--- src/rtl/latch_bank_write_ctrl.sv ---
// Round-robin write controller for a latch-based register bank: arbitrates two
// requesters and sequences per-row EN/nEN with setup, pulse and hold phases.
module latch_bank_write_ctrl #(
    parameter int ROWS      = 8,
    parameter int WIDTH     = 8,
    parameter int AW        = 4,
    parameter int PULSE_CYC = 2
) (
    input  logic             CLK,
    input  logic             RST,
    input  logic             REQ0,
    input  logic             REQ1,
    input  logic [AW-1:0]    ADDR0,
    input  logic [AW-1:0]    ADDR1,
    input  logic [WIDTH-1:0] DATA0,
    input  logic [WIDTH-1:0] DATA1,
    output logic             GNT0,
    output logic             GNT1,
    output logic             ACK0,
    output logic             ACK1,
    output logic             ERR,
    output logic [WIDTH-1:0] WDATA,
    output logic [ROWS-1:0]  EN,
    output logic [ROWS-1:0]  nEN
);

    typedef enum logic [1:0] {IDLE, SETUP, PULSE, HOLD} state_e;

    localparam logic [AW:0]     ROWS_LIM = (AW+1)'(ROWS);
    localparam logic [2:0]      CNT_LOAD = 3'(PULSE_CYC - 1);
    localparam logic [ROWS-1:0] ROW0     = {{(ROWS-1){1'b0}}, 1'b1};

    state_e           state_q, state_d;
    logic             last_q, last_d;
    logic             owner_q, owner_d;
    logic             oor_q, oor_d;
    logic [AW-1:0]    addr_q, addr_d;
    logic [2:0]       cnt_q, cnt_d;
    logic [WIDTH-1:0] wdata_q, wdata_d;
    logic [ROWS-1:0]  en_q, en_d;
    logic             gnt0_q, gnt0_d;
    logic             gnt1_q, gnt1_d;
    logic             ack0_q, ack0_d;
    logic             ack1_q, ack1_d;
    logic             err_q, err_d;
    logic             pick;
    logic [AW-1:0]    pick_addr;

    // On a tie the requester that was not granted last wins; a lone request always wins.
    always_comb begin
        pick      = REQ1 & (~REQ0 | ~last_q);
        pick_addr = pick ? ADDR1 : ADDR0;

        state_d = state_q;
        last_d  = last_q;
        owner_d = owner_q;
        oor_d   = oor_q;
        addr_d  = addr_q;
        cnt_d   = cnt_q;
        wdata_d = wdata_q;
        en_d    = '0;
        gnt0_d  = gnt0_q;
        gnt1_d  = gnt1_q;
        ack0_d  = 1'b0;
        ack1_d  = 1'b0;
        err_d   = 1'b0;

        case (state_q)
            IDLE: begin
                if (REQ0 | REQ1) begin
                    state_d = SETUP;
                    last_d  = pick;
                    owner_d = pick;
                    addr_d  = pick_addr;
                    oor_d   = ({1'b0, pick_addr} >= ROWS_LIM);
                    wdata_d = pick ? DATA1 : DATA0;
                    gnt0_d  = ~pick;
                    gnt1_d  = pick;
                end
            end
            SETUP: begin
                state_d = PULSE;
                cnt_d   = CNT_LOAD;
                en_d    = oor_q ? '0 : (ROW0 << addr_q);
            end
            PULSE: begin
                // EN is dropped on the same edge that enters HOLD, so data never moves under an open latch.
                if (cnt_q == 3'd0) begin
                    state_d = HOLD;
                    ack0_d  = ~owner_q;
                    ack1_d  = owner_q;
                    err_d   = oor_q;
                end else begin
                    cnt_d = cnt_q - 3'd1;
                    en_d  = en_q;
                end
            end
            HOLD: begin
                state_d = IDLE;
                gnt0_d  = 1'b0;
                gnt1_d  = 1'b0;
            end
            default: state_d = IDLE;
        endcase
    end

    always_ff @(posedge CLK or posedge RST) begin
        if (RST) begin
            state_q <= IDLE;
            last_q  <= 1'b1;
            owner_q <= 1'b0;
            oor_q   <= 1'b0;
            addr_q  <= '0;
            cnt_q   <= '0;
            wdata_q <= '0;
            en_q    <= '0;
            gnt0_q  <= 1'b0;
            gnt1_q  <= 1'b0;
            ack0_q  <= 1'b0;
            ack1_q  <= 1'b0;
            err_q   <= 1'b0;
        end else begin
            state_q <= state_d;
            last_q  <= last_d;
            owner_q <= owner_d;
            oor_q   <= oor_d;
            addr_q  <= addr_d;
            cnt_q   <= cnt_d;
            wdata_q <= wdata_d;
            en_q    <= en_d;
            gnt0_q  <= gnt0_d;
            gnt1_q  <= gnt1_d;
            ack0_q  <= ack0_d;
            ack1_q  <= ack1_d;
            err_q   <= err_d;
        end
    end

    // nEN comes from the very same flops as EN, so the pair can never agree.
    assign EN    = en_q;
    assign nEN   = ~en_q;
    assign WDATA = wdata_q;
    assign GNT0  = gnt0_q;
    assign GNT1  = gnt1_q;
    assign ACK0  = ack0_q;
    assign ACK1  = ack1_q;
    assign ERR   = err_q;

endmodule

--- config.mk ---
export PLATFORM = sky130hd
export DESIGN_NAME = latch_bank_write_ctrl
export DESIGN_NICKNAME = d
export VERILOG_FILES = /design/src/rtl/latch_bank_write_ctrl.sv
export SDC_FILE = /design/constraint.sdc
export NUM_CORES = 1
export LEC_CHECK = 0
export BUFFER_PORTS_ARGS = -buffer_cell sky130_fd_sc_hd__buf_4
export CORE_UTILIZATION = 44
export DETAILED_ROUTE_END_ITERATION = 6
export PLACE_DENSITY = 0.75
export SLEW_MARGIN = 20
export SYNTH_ARGS = -nofsm -noshare
export SYNTH_HDL_FRONTEND = slang
export SYNTH_SLANG_ARGS = --single-unit
--- constraint.sdc ---
create_clock -name CLK -period 1.47 [get_ports CLK]
set_clock_uncertainty 0.1 [all_clocks]
set_input_delay 0.2205 -clock CLK [delete_from_list [all_inputs] [get_ports CLK]]
set_output_delay 0.2205 -clock CLK [all_outputs]
set_load 0.05 [all_outputs]
==> results_dict.tcl, run 1 <==
set metrics [dict create \
    clock_latency_ps 350 \
    setup_violations 9 \
    cts.sinks 32 \
    worst_pin_slew_ps 482.7 \
    totalWireLength_um 4277 \
    dp_hpwl_um 2633 \
    initial_core_util_pct 46.36 \
    total_power_mw 5.585 \
    die_x_um 61.76 \
    ys_ff_latch 32 \
    n_fill_cell 232 \
    synth_area_per_cell_um2 10.55 \
    io_pins 57 \
    violations "negative setup slack" \
    core_area_mm2 0.003390 \
    critPathMaxStageDelay_ps 400 \
    wl_per_cell_um 15.50 \
    clockRootBuffer "clkbuf_4" \
    path_cells "inv_1 > ha_2 > ha_4 > nor2b_4 > a21oi_2 > mux2_4" \
    overflow 0 \
    layout_common_cells "buf_4, dfrtp_1, a21oi_2" \
    grt_pass1_vias 1360 \
    drcViolationCount 0 \
    rsz0062_at_grt "true" \
    portBuffers 56 \
    cp_max_fo 4 \
    hold_ws_ps 8.533 \
    seq_area_frac_synth_pct 51.04 \
    synth_edf_count 0 \
    fin_crit_ps 1552 \
    fin_ws_ps -82.39 \
    timing.hold.worst.class "in -> reg" \
    drv_cap 0 \
    globalRouteTotalUtil_pct 22.61 \
    path_class "reg -> reg" \
    yosysUniqueCellTypes 34 \
    antenna_found_initial 0 \
    max_freq_mhz 644.2 \
    fin_nets 264 \
    startpoint_type "flip-flop" \
    netlist.area_leader.share_pct 49.36 \
    end_kind "flip-flop" \
    drt_iter0_drc 46 \
    rows 21 \
    synth_async_sr_flop_share_pct 100.0 \
    p_leak_nw 1.153 \
    cp_top_family "flip-flops" \
    grt_max_degree 33 \
    netlist_area_mm2 0.001572 \
    path_clk_slew_ps 100 \
    critPathSlowestCell "dfrtp_1" \
    post-route-period-util_pct 105.6 \
    via_per_inst 5.272 \
    num_antenna_cells 0 \
    cp.required_ps 1610 \
    hold_viol 0 \
    irDropWorstVdd_mv 1.303 \
    placed_cells 258 \
    synth_ff_type "dfrtp_1" \
    die_area_mm2 0.003814 \
    stdcell_count 276 \
    yosysWarnings 0 \
    timing.critical_path.buf_inv 1 \
    synthCells 149 \
    drv_slew 0 \
    slew_headroom_pct 67.82 \
    clk_path_buf_depth 2 \
    area_growth_pct 61.15 \
    drive_gt1_share_pct 59.13 \
    power_density_mw_per_mm2 2206 \
    vias 1455 \
    synth_nets 184 \
    grt_first_pass_wirelength_um 6037 \
    yosysTopAreaCell "dfrtp_1" \
    place_congestion 0.7712 \
    synthTopCellsByArea "dfrtp_1, a21oi_1, ha_1" \
    drtAntennaViolNets 0 \
    drt_pre_antenna_iters 4 \
    fp.dieH_um 61.76 \
    mostFrequentLayoutCell "buf_4" \
    cts.htree.levels 2 \
    cts_tree "built" \
    cts_made_buffers 5 \
    cp.arrival_ps 1690 \
    status "complete, but fails checks" \
]
-- path summary, 6_finish.rpt --
check | start | end | slack [ps] | cells past startpoint
max | cnt_q[0] | state_q[1] | -80 | 6
min | DATA0[2] | WDATA[2] | 9 | 3
max reg2reg | cnt_q[0] | state_q[1] | -80 | 6
min reg2reg | cnt_q[1] | cnt_q[1] | 410 | 1
max in group asynchronous | RST | last_q | 540 | 4
min in group asynchronous | RST | owner_q | 410 | 4
-- what timing repair did --
action | CTS | global route
pin swaps | 1 | 4
cloned | 0 | 2
hold buffers | 4 | 0
gates resized for setup | 5 | 46
setup endpoints to repair | 24 | 25
endpoints found under the hold margin | 34 | 0
buffers inserted | 2 | 2
-- cell usage after synthesis, types with 2 or more instances --
cell type,number
a32o_1,5
a22o_1,2
nor2_1,13
a21oi_1,21
and3_1,2
dfrtp_1,31
a21oi_2,3
a22oi_1,2
o32ai_1,4
nand2_1,15
buf_6,2
ha_1,7
o21ai_0,3
inv_1,17
o2bb2ai_1,2
buf_4,2
-- registers in the layout (all words and copies together), names as in the netlist --
name	cells
GNT1	1
EN	8
cnt_q	3
last_q	1
state_q	2
owner_q	1
addr_q	3
oor_q	1
WDATA	8
ACK1	1
ACK0	1
ERR	1
GNT0	1
-- cells by family after synthesis --
kind of cell             Yosys count  share of synthesized area (%)
flip-flops                        32                          51.04
adder cells (fa/ha/maj)            7                          5.573
AO/OA/AOI/OAI                     49                          22.45
AND/OR/NAND/NOR                   37                          12.58
multiplexers                       2                          1.592
buffers and inverters             22                          6.767
-- layer usage --
| layer | GRT usage [%] | part of all wire (%) |
|---|---|---|
| met3 | 8.696 | 5.9 |
| met1 | 27.59 | 40 |
| met2 | 35.94 | 51 |
| met4 | 9.524 | 2.4 |
| met5 | 0 | 0 |
-- layout make-up --
type                    instances  area [µm²]  area share, %
clock buffers                   5       37.54          1.482
clock inverters                 3       42.54          1.680
inverters                      17       63.81          2.520
multi-input cells              96       890.9          35.18
flip-flops and latches         32       802.0          31.67
well taps                      46       57.56          2.273
repair buffers                 77       638.1          25.20
-- power breakdown --
group / switching, mW / internal, mW / total [mW]
Combinational: 1.89 / 1.46 / 3.35
Sequential: 0.341 / 1.21 / 1.55
Clock: 0.332 / 0.354 / 0.686
-- per-stage QoR --
step / utilization, % / worst slack (ps) / setup TNS [ps] / instance area (µm²)
after CTS: 67.85 / -74.87 / -563.7 / 2300
after detailed placement: 63.12 / -143.6 / -2144 / 2140
after global placement: 63.12 / -82.07 / -716.8 / 2140
after floorplan: - / -7.972 / -7.972 / 1602
after global routing: 74.71 / -171.2 / -1624 / 2532
final: 74.71 / -82.39 / -525.5 / 2532
-- tightest hold or removal path, delay by kind of cell --
family / cells / cell delay, ps
simple gates: 1 / 60
compound gates: 1 / 50
buf+inv: 1 / 110
Note: power is estimated with default switching activity, not from simulation.
==> run 2, diff against run 1 <==
--- a/config.mk
+++ b/config.mk
@@ -5,10 +5,11 @@
 export SDC_FILE = /design/constraint.sdc
 export NUM_CORES = 1
 export LEC_CHECK = 0
+export ABC_AREA = 1
 export BUFFER_PORTS_ARGS = -buffer_cell sky130_fd_sc_hd__buf_4
-export CORE_UTILIZATION = 44
+export CORE_UTILIZATION = 45
 export DETAILED_ROUTE_END_ITERATION = 6
-export PLACE_DENSITY = 0.75
+export PLACE_DENSITY = 0.76
 export SLEW_MARGIN = 20
 export SYNTH_ARGS = -nofsm -noshare
 export SYNTH_HDL_FRONTEND = slang
==> run 2 against run 1 <==
  * The flow now finishes without violations
  * Maximum frequency rose by 11%
  * Critical path depth up 1
  * Global-route usage is 3.0 points lower
  * Area after synthesis up 5.5%
  * Clock-buffer cell count up 1
  * Sequential power down 8%
  * Hold slack gained 130 ps
  * Register-to-register slack gained 160 ps
  * Cell area fell by 6.9%
  * Combinational power down 19%
==> results_dict.tcl, run 2 <==
set metrics [dict create \
    path_class "reg -> reg" \
    cp.arrival_ps 1510 \
    drt_iter0_drc 76 \
    rows 21 \
    ys_ff_latch 32 \
    seq_area_frac_synth_pct 48.38 \
    overflow 0 \
    synth.cells.most_frequent "nand2_1, inv_1, dfrtp_1" \
    initial_core_util_pct 48.16 \
    die_area_mm2 0.003931 \
    path_clk_slew_ps 60 \
    io_pins 57 \
    synth_nets 256 \
    hold_ws_ps 134.0 \
    wl_per_cell_um 10.27 \
    drv_slew 0 \
    grt_max_degree 33 \
    status "finished clean" \
    num_antenna_cells 0 \
    dp_hpwl_um 2556 \
    fp.dieH_um 62.70 \
    cts.htree.levels 2 \
    synth_most_common_cell "nand2_1" \
    grt_first_pass_wirelength_um 6037 \
    max_freq_mhz 716.9 \
    synthCells 221 \
    synthTopCellsByArea "dfrtp_1, nand2_1, inv_1" \
    clk_path_buf_depth 2 \
    irDropWorstVdd_mv 1.256 \
    drt_pre_antenna_iters 4 \
    layout_common_cells "nand2_1, buf_4, inv_1" \
    die_x_um 62.70 \
    dp_slack_ps -37.17 \
    core_area_mm2 0.003442 \
    clock_latency_ps 280 \
    yosysUniqueCellTypes 17 \
    p_leak_nw 1.337 \
    rsz0062_at_grt "true" \
    clockRootBuffer "clkbuf_8" \
    cp_max_fo 5 \
    worst_pin_slew_ps 614.6 \
    timing.hold.worst.class "in -> reg" \
    place_congestion 0.8455 \
    postLayoutCellArea_mm2 0.002357 \
    globalRouteTotalUtil_pct 19.61 \
    hold_viol 0 \
    grt_pass1_vias 1457 \
    setup_violations 0 \
    netlist_area_mm2 0.001658 \
    antenna_found_initial 0 \
    cts.sinks 32 \
    via_per_inst 4.630 \
    fin_ws_ps 75.01 \
    netlist.area_leader.share_pct 46.79 \
    place_area_mm2 0.002185 \
    yosysWarnings 0 \
    synth_area_per_cell_um2 7.502 \
    portBuffers 56 \
    end_kind "flip-flop" \
    post-route-period-util_pct 94.90 \
    area_growth_pct 42.19 \
    fin_nets 326 \
    cts_tree "built" \
    drtAntennaViolNets 0 \
    power_density_mw_per_mm2 2047 \
    synth_ff_type "dfrtp_1" \
    slew_headroom_pct 59.02 \
    cts_made_buffers 5 \
    drcViolationCount 0 \
    mostFrequentLayoutCell "nand2_1" \
    fin_crit_ps 1395 \
    drv_cap 0 \
    drive_gt1_share_pct 30.48 \
    yosysTopAreaCell "dfrtp_1" \
    startpoint_type "flip-flop" \
    synth_edf_count 0 \
    totalWireLength_um 3470 \
    cp.required_ps 1590 \
    synth_async_sr_flop_share_pct 100.0 \
    vias 1565 \
]
==> run 2: changes by cell type after synthesis, sizes merged, moves of 5 or more <==
cell	change
a32o	-5
nand2	+57
a21oi	-24
o21ai	+7
nand3	+30
inv	+31
==> run 2: worst paths after layout <==
kind	start	end	slack, ps	cells after the start
max in group asynchronous	RST	last_q	470	4
min in group asynchronous	RST	ACK1	480	4
hold reg to reg	owner_q	ACK0	340	1
hold / removal	DATA0[1]	WDATA[1]	130	5
setup / recovery	state_q[0]	WDATA[5]	80	7
setup reg to reg	state_q[0]	WDATA[5]	80	7
==> run 2: cell type report <==
cell class / instances / area, µm²
fillers: 322 / 1085
repair buffers: 69 / 549.3
multi-input cells: 134 / 669.4
inverters: 49 / 186.4
flip-flops and latches: 32 / 802.0
well taps: 46 / 57.56
clock buffers: 6 / 82.58
clock inverters: 2 / 10.01
==> run 2: stage by stage <==
| stage | std cells | power [mW] | setup TNS, ps | utilization (%) |
|---|---|---|---|---|
| after floorplan | 221 | 3.171 | 0 | - |
| after global placement | 327 | 3.899 | 0 | 63.47 |
| after detailed placement | 327 | 3.948 | -83.32 | 63.47 |
| after CTS | 336 | 4.673 | 0 | 66.52 |
| after global routing | 338 | 5.203 | -370.7 | 68.48 |
| final | 338 | 4.825 | 0 | 68.48 |
==> run 2: cells by family (layout without fill, tap and decap cells) <==
group / Yosys count / count (layout) / synth area share (%)
adder cells (fa/ha/maj): 7 / 7 / 5.283
buffers and inverters: 55 / 126 / 13.51
AND/OR/NAND/NOR: 114 / 114 / 28.53
flip-flops: 32 / 32 / 48.38
AO/OA/AOI/OAI: 13 / 13 / 4.302
==> run 2: routing by layer <==
layer  share of wire (%)  up-vias  GRT usage [%]
met5                   0        -              0
li1                    -      804              -
met2                  51       43          33.29
met1                  43      714          23.67
met4                 1.6        0          8.140
met3                 4.4        4          4.745
==> run 2: repair_timing <==
item / in CTS / in global routing
resized for setup: 2 / 11
endpoints found under the hold margin: 31 / 0
gates cloned: 0 / 0
buffers inserted: 0 / 2
hold buffers: 1 / 0
setup endpoints to repair: 10 / 27
==> run 2: critical path: stages, from the launching register on <==
cell	delay [ps]
dfrtp_1	380
inv_1	110
ha_2	240
inv_2	50
nor2_2	170
buf_4	150
nand3_1	80
nand2_1	60
==> run 2: power breakdown <==
part           total (mW)  leakage, nW  internal, mW  switching [mW]
combinational        2.71        0.878         0.988            1.72
sequential           1.43        0.409          1.22           0.204
clock               0.692       0.0510         0.373           0.318
total                4.82         1.34          2.58            2.24
